--- config.mk ---
export PLATFORM = sky130hd
export DESIGN_NAME = dcache_tag_flush
export DESIGN_NICKNAME = d
export VERILOG_FILES = /design/src/rtl/dcache_pkg.sv /design/src/rtl/dcache_tag_flush.sv
export SDC_FILE = /design/constraint.sdc
export NUM_CORES = 1
export LEC_CHECK = 0
export ABC_CLOCK_PERIOD_IN_PS = 2600
export BUFFER_PORTS_ARGS = -buffer_cell sky130_fd_sc_hd__buf_2
export CORE_ASPECT_RATIO = 0.8
export CORE_MARGIN = 4
export CORE_UTILIZATION = 25
export CTS_CLUSTER_SIZE = 12
export DETAILED_ROUTE_END_ITERATION = 7
export HOLD_SLACK_MARGIN = 0.1
export PLACE_DENSITY_LB_ADDON = 0.1
export SLEW_MARGIN = 20
export SYNTH_ARGS = -nofsm -noshare
export SYNTH_HDL_FRONTEND = slang
export SYNTH_SLANG_ARGS = --single-unit
--- constraint.sdc ---
create_clock -name clk -period 2.6 [get_ports clk]
set_input_delay 0.52 -clock clk [delete_from_list [all_inputs] [get_ports clk]]
set_output_delay 0.52 -clock clk [all_outputs]
set_load 0.02 [all_outputs]
--- src/rtl/dcache_pkg.sv ---
// dcache_pkg: shared definitions for the data-cache tag path.
//   - Tag word layout: [20] valid, [19] dirty, [18:0] tag address bits [31:13].
//   - Cache geometry: line count and byte-offset width.
//   - Flush/invalidate walker state encoding.
package dcache_pkg;

  localparam int unsigned TAG_VALID_BIT        = 20;
  localparam int unsigned TAG_DIRTY_BIT        = 19;
  localparam int unsigned TAG_ADDR_W           = 19;
  localparam int unsigned TAG_WORD_W           = TAG_ADDR_W + 2;
  localparam int unsigned DCACHE_LINES         = 256;
  localparam int unsigned DCACHE_LINE_OFFSET_W = 5;

  typedef enum logic [1:0] {
    ST_IDLE  = 2'd0,
    ST_READ  = 2'd1,
    ST_CHECK = 2'd2,
    ST_WB    = 2'd3
  } walk_state_t;

  // Assemble a tag RAM word from its fields.
  function automatic logic [TAG_WORD_W-1:0] tag_word(input logic                  valid,
                                                      input logic                  dirty,
                                                      input logic [TAG_ADDR_W-1:0] tag);
    tag_word = {valid, dirty, tag};
  endfunction

endpackage

--- src/rtl/dcache_tag_flush.sv ---
// dcache_tag_flush: write-side controller for the data-cache tag RAM.
//   Applies single-line refill tag updates and runs full-cache flush
//   (write back dirty lines, then invalidate) or invalidate-only walks.
//
// Ports:
//   clk, rst                   clock, synchronous active-high reset
//   flush_i / invalidate_i     walk start pulses (flush wins if both)
//   busy_o / done_o            walk in progress / one-cycle completion pulse
//   upd_valid_i/upd_ready_o    refill tag update handshake
//   upd_index_i/tag_i/dirty_i  refill update payload
//   tag_rd_addr_o/rd_data_i    tag RAM read port (data one cycle after addr)
//   tag_wr_o/addr_o/data_o     tag RAM write port
//   wb_req_o/addr_o/ack_i      memory write-back request handshake
//   wb_count_o                 write-backs acked in the last walk
//                              (only when DCACHE_FLUSH_STATS_EN is defined)
module dcache_tag_flush
  import dcache_pkg::*;
#(
  parameter int unsigned NUM_LINES     = DCACHE_LINES,
  parameter int unsigned LINE_OFFSET_W = DCACHE_LINE_OFFSET_W
) (
  input  logic        clk,
  input  logic        rst,
  input  logic        flush_i,
  input  logic        invalidate_i,
  output logic        busy_o,
  output logic        done_o,
  input  logic        upd_valid_i,
  output logic        upd_ready_o,
  input  logic [7:0]  upd_index_i,
  input  logic [18:0] upd_tag_i,
  input  logic        upd_dirty_i,
  output logic [7:0]  tag_rd_addr_o,
  input  logic [20:0] tag_rd_data_i,
  output logic        tag_wr_o,
  output logic [7:0]  tag_wr_addr_o,
  output logic [20:0] tag_wr_data_o,
  output logic        wb_req_o,
  output logic [31:0] wb_addr_o,
  input  logic        wb_ack_i
`ifdef DCACHE_FLUSH_STATS_EN
  ,
  output logic [8:0]  wb_count_o
`endif
);

  localparam logic [7:0] LAST_IDX = 8'(NUM_LINES - 1);

  walk_state_t r_state;
  walk_state_t w_next;
  logic [7:0]  r_index;
  logic [7:0]  w_index_nxt;
  logic        r_flush_mode;
  logic        r_done;
  logic        r_wb_req;
  logic [31:0] r_wb_addr;

  logic        w_start;
  logic        w_wb_load;
  logic        w_line_done;
  logic        w_walk_end;
  logic        w_line_dirty;

  assign w_line_dirty = tag_rd_data_i[TAG_VALID_BIT] & tag_rd_data_i[TAG_DIRTY_BIT];

  always_ff @(posedge clk) begin
    if (rst) begin
      r_state      <= ST_IDLE;
      r_index      <= '0;
      r_flush_mode <= 1'b0;
      r_done       <= 1'b0;
      r_wb_req     <= 1'b0;
      r_wb_addr    <= '0;
    end else begin
      r_state <= w_next;
      r_index <= w_index_nxt;
      r_done  <= w_walk_end;
      if (w_start) begin
        r_flush_mode <= flush_i;
      end
      if (w_wb_load) begin
        r_wb_req  <= 1'b1;
        r_wb_addr <= {tag_rd_data_i[TAG_ADDR_W-1:0], r_index, {LINE_OFFSET_W{1'b0}}};
      end else if (r_state == ST_WB && wb_ack_i) begin
        r_wb_req <= 1'b0;
      end
    end
  end

  always_comb begin
    w_next        = r_state;
    w_index_nxt   = r_index;
    w_start       = 1'b0;
    w_wb_load     = 1'b0;
    w_line_done   = 1'b0;
    w_walk_end    = 1'b0;
    upd_ready_o   = 1'b0;
    tag_rd_addr_o = '0;
    tag_wr_o      = 1'b0;
    tag_wr_addr_o = '0;
    tag_wr_data_o = '0;

    unique case (r_state)
      ST_IDLE: begin
        upd_ready_o = ~flush_i & ~invalidate_i;
        if (upd_valid_i && upd_ready_o) begin
          tag_wr_o      = 1'b1;
          tag_wr_addr_o = upd_index_i;
          tag_wr_data_o = tag_word(1'b1, upd_dirty_i, upd_tag_i);
        end
        if (flush_i || invalidate_i) begin
          w_start     = 1'b1;
          w_index_nxt = '0;
          w_next      = ST_READ;
        end
      end
      ST_READ: begin
        tag_rd_addr_o = r_index;
        w_next        = ST_CHECK;
      end
      ST_CHECK: begin
        if (r_flush_mode && w_line_dirty) begin
          w_wb_load = 1'b1;
          w_next    = ST_WB;
        end else begin
          w_line_done = 1'b1;
        end
      end
      ST_WB: begin
        w_line_done = wb_ack_i;
      end
      default: w_next = ST_IDLE;
    endcase

    // CHECK (clean line) and WB (ack) share the invalidate-and-advance step.
    if (w_line_done) begin
      tag_wr_o      = 1'b1;
      tag_wr_addr_o = r_index;
      tag_wr_data_o = '0;
      if (r_index == LAST_IDX) begin
        w_next     = ST_IDLE;
        w_walk_end = 1'b1;
      end else begin
        w_index_nxt = r_index + 8'd1;
        w_next      = ST_READ;
      end
    end
  end

  assign busy_o    = (r_state != ST_IDLE);
  assign done_o    = r_done;
  assign wb_req_o  = r_wb_req;
  assign wb_addr_o = r_wb_addr;

`ifdef DCACHE_FLUSH_STATS_EN
  logic [8:0] r_wb_count;

  always_ff @(posedge clk) begin
    if (rst) begin
      r_wb_count <= '0;
    end else if (w_start) begin
      r_wb_count <= '0;
    end else if (r_state == ST_WB && wb_ack_i) begin
      r_wb_count <= r_wb_count + 9'd1;
    end
  end

  assign wb_count_o = r_wb_count;
`endif

endmodule

==> impl_results.md <==
- Result of the run: complete, no violations
- # fillers: 932
- Power dissipated by switching net loads: 541.6 uW
- Power consumption: 1662 uW
- Hold buffer count at cts: 0
- Time the final worst path needs with I/O delays and setup: 2.480 ns
- Library cells used by synthesis: 39
- Share of flip-flops with an asynchronous set or reset after synthesis: 0%
- Number of diodes: 0
- Relative area change from synthesis to final layout: 40.97%
- Power density cells: 580.5 mW/mm2
- Highest cell delay on the worst timing path: 0.34 ns
- Final number of hold-violating endpoints: 0
- Routed vias/inst: 4.405
- CTS tree: done
- Placement-stage cell area: 0.002701 mm2
- Sum of negative setup slack: 0 ns
- Global-route wire length before repair: 9522 um
- Achievable Freq: 403.3 MHz
- Number of max-capacitance violations reported: 0
- Count of mapped cells out of synthesis: 257
- GR Overflow Total: 0
- Clock buffers created by TritonCTS: 5
- Worst path arrival time: 1.96 ns
- Pin count of the biggest net entering global routing: 30
- Number of nets still failing antenna checks after routing: 0
- Final critical-path share of the clock period: 95.37%
- Cell area after layout: 0.002863 mm2
- Final hold slack: 0.4529 ns
- RSZ-0062 raised after global routing: no
- R2r setup slk: 0.84 ns
- RePlAce Congestion: 0.7282
- Via count of the first global-routing pass: 1,887
- Leakage power: 0.001367 uW
- Total Routing Usage GR: 12.42%
- Slowest cell on crit path: dfxtp_1
- Required time of the worst setup path: 2.08 ns
- Critical path endpoint category: primary output
- Clock root buffer master: clkbuf_8
- Final net count: 439
- Clock share of power: 30.3%
- Post-synth EDFFs: 0
- Synthesized area divided by synthesized cell count: 7.902 um2
- Critical path origin: r_state[1]$_SDFFE_PP0P_
- Core region area: 0.007910 mm2
- Number of storage elements in the synthesis netlist: 40
- Clock slew at the register clock pins of the worst setup and hold paths: 0.08 ns
- Number of antenna violations at the first check in global routing: 0
- Predominant post-synthesis flop cell: dfxtp_1
- CP bufs+invs: 3
- # clock sinks: 40
- Final-report setup violation count: 0
- Via count: 2,145
- Maximum buffer depth of the clock tree: 2
- Clock network latency to the later pin of the worst-skew pair: 0.28 ns
- Logic pwr share: 29.5%
- Final count of pins violating max slew: 0
- Starting density of the core: 25.67%
- Switch share: 32.59%
- Sequential fraction of design power: 40.2%
- Worst reg2reg path startpoint: r_index[0]$_SDFF_PP0_
- Worst-path cell chain: inv_1 > ha_4 > nor3b_4 > nand2_1 > nor2_4 > buf_4 > and2_1 > buf_2
- Number of DRC violations after detailed routing: 0
- Largest delay share family, worst path: simple AND/OR/NAND/NOR gates
- Die area: 0.009638 mm2
- Buffers added on ports: 123
- Ports placed on the boundary: 129
- Worst Setup EP: tag_wr_data_o[15]
- Cell row count: 29
- Die span in y: 88.61 um
- Average wire per standard cell: 12.98 um
- Die width: 108.8 um
- Int Power: 1120 uW
- Count of warnings emitted by yosys: 0
- Worst flop-to-flop path endpoint: r_index[6]$_SDFF_PP0_
- Final setup skew: 0.002996 ns
- Cell Area, Synth: 0.002031 mm2
- Sequential share of the synthesized area: 39.43%
- Logic depth of the worst path, buffers included: 8
- H-Tree Level Count: 2
- WL final: 6323 um
- First DRT Iteration DRCs: 57
- Worst min-delay path category: register to register
- Depth of the worst register-to-register path: 5
- Proportion of layout cells with a drive suffix above 1: 39.84%
- IR drop worst, VDD: 0.3468 mV
- Maximum fanout encountered on the critical timing path: 14
- Post-detail-place hpwl: 4581 um
- Critical path launch point type: register
- Type of the setup path with the least slack: register to primary output
- First-pass iteration count of the detailed router: 5
-- cells in the final DEF (no fill, tap or decap), types with 2 or more instances in the layout --
| cell type | n |
|---|---|
| nand2_1 | 67 |
| ha_1 | 5 |
| nor3_1 | 4 |
| buf_2 | 123 |
| a211oi_1 | 2 |
| buf_4 | 9 |
| a31oi_1 | 3 |
| conb_1 | 5 |
| dfxtp_1 | 39 |
| o21ai_0 | 3 |
| a22o_1 | 8 |
| inv_1 | 4 |
| clkbuf_8 | 5 |
| o211ai_1 | 5 |
| or3_1 | 3 |
| a311oi_1 | 2 |
| nand4_1 | 3 |
| nor2_1 | 2 |
| nand2b_1 | 2 |
| a21oi_1 | 32 |
| and2_1 | 27 |
| nand3_1 | 4 |
-- cells in the mapped netlist, types with 2 or more instances --
cell	count	share of area [%]
buf_6	3	1.7
and2_1	27	8.3
a31oi_1	3	0.92
ha_1	6	3.7
buf_4	6	2.2
nand2b_1	2	0.62
nand4_1	3	0.92
nand2_1	67	12
a211oi_1	2	0.74
a311oi_1	2	0.86
o211ai_1	5	1.8
nand3_1	4	0.99
nor2_1	4	0.74
nor3_1	4	0.99
o21ai_0	3	0.74
buf_2	6	1.5
dfxtp_1	40	39
a22o_1	8	3.5
a21oi_1	32	7.9
clkbuf_1	6	1.1
or3_1	3	0.92
inv_1	4	0.74
-- area by class of cell --
| cell class | instances | area [um2] | area share [%] |
|---|---|---|---|
| Timing Repair Buffer | 133 | 694.4 | 24.26 |
| Multi-Input combinational cell | 194 | 1109 | 38.72 |
| Clock inverter | 2 | 35.03 | 1.224 |
| Sequential cell | 40 | 802.0 | 28.02 |
| Inverter | 4 | 15.01 | 0.5245 |
| Clock buffer | 6 | 72.57 | 2.535 |
| Tap cell | 108 | 135.1 | 4.720 |
-- power groups by stage --
stage / registers (uW) / logic (uW) / clock network, uW
final: 668 / 490 / 503
after global routing: 673 / 544 / 559
after CTS: 667 / 453 / 534
after detailed placement: 682 / 452 / 0
after global placement: 679 / 456 / 0
after floorplan: 679 / 296 / 0
-- per-layer routing --
metal	up-vias	share of wire, %	wire length [um]	GRT usage (%)
met2	51	49	3128	20.53
li1	1105	-	-	-
met1	987	45	2855	16.42
met3	2	5.0	316	3.209
met4	0	0.36	23	2.752
met5	-	0	0	0
-- tightest hold or removal path: cells and delay by family, from the launching register on --
| kind | cells | cell delay [ns] |
|---|---|---|
| DFF | 1 | 0.31 |
| and+or+nand+nor | 1 | 0.05 |
| AOI/OAI and AO/OA | 1 | 0.05 |
-- kinds of logic after synthesis --
group,Yosys count,synth area share (%)
buffers and inverters,27,8.132
AO/OA/AOI/OAI,61,19.10
other,1,0.1847
AND/OR/NAND/NOR,121,28.96
flip-flops,40,39.43
multiplexers,1,0.4929
adder cells (fa/ha/maj),6,3.697
-- what timing repair did --
| item | CTS | global route |
|---|---|---|
| endpoints found under the setup margin | 0 | 29 |
| endpoints found under the hold margin | 0 | 0 |
| resized for setup | 0 | 9 |
| setup buffers | 0 | 2 |
-- state kept, by name (all words and copies together), names as in the netlist --
| register | count |
|---|---|
| done_o | 1 |
| r_index | 8 |
| r_flush_mode | 1 |
| wb_addr_o | 27 |
| r_state | 2 |
| wb_req_o | 1 |
-- through the flow --
step	util, %	worst slack [ns]	instances
global route	36.19	0.009742	487
detailed placement	34.15	0.3701	476
floorplan	-	0.1836	261
global placement	34.15	0.3784	476
finish	36.19	0.1204	487
CTS	35.51	0.03893	484
-- how the worst min path moves through the flow --
stage	startpoint	endpoint	slack [ns]	cells past startpoint
finish	wb_addr_o[12]$_SDFFE_PP0P_	wb_addr_o[12]$_SDFFE_PP0P_	0.45	2
global route	tag_rd_data_i[9]	wb_addr_o[22]$_SDFFE_PP0P_	0.45	3
CTS	tag_rd_data_i[11]	wb_addr_o[24]$_SDFFE_PP0P_	0.45	3
global placement	wb_addr_o[22]$_SDFFE_PP0P_	wb_addr_o[22]$_SDFFE_PP0P_	0.44	2
floorplan	r_flush_mode$_SDFFE_PP0P_	r_flush_mode$_SDFFE_PP0P_	0.45	2
detailed placement	wb_addr_o[27]$_SDFFE_PP0P_	wb_addr_o[27]$_SDFFE_PP0P_	0.44	2
Power figures use the tool's default switching activity.
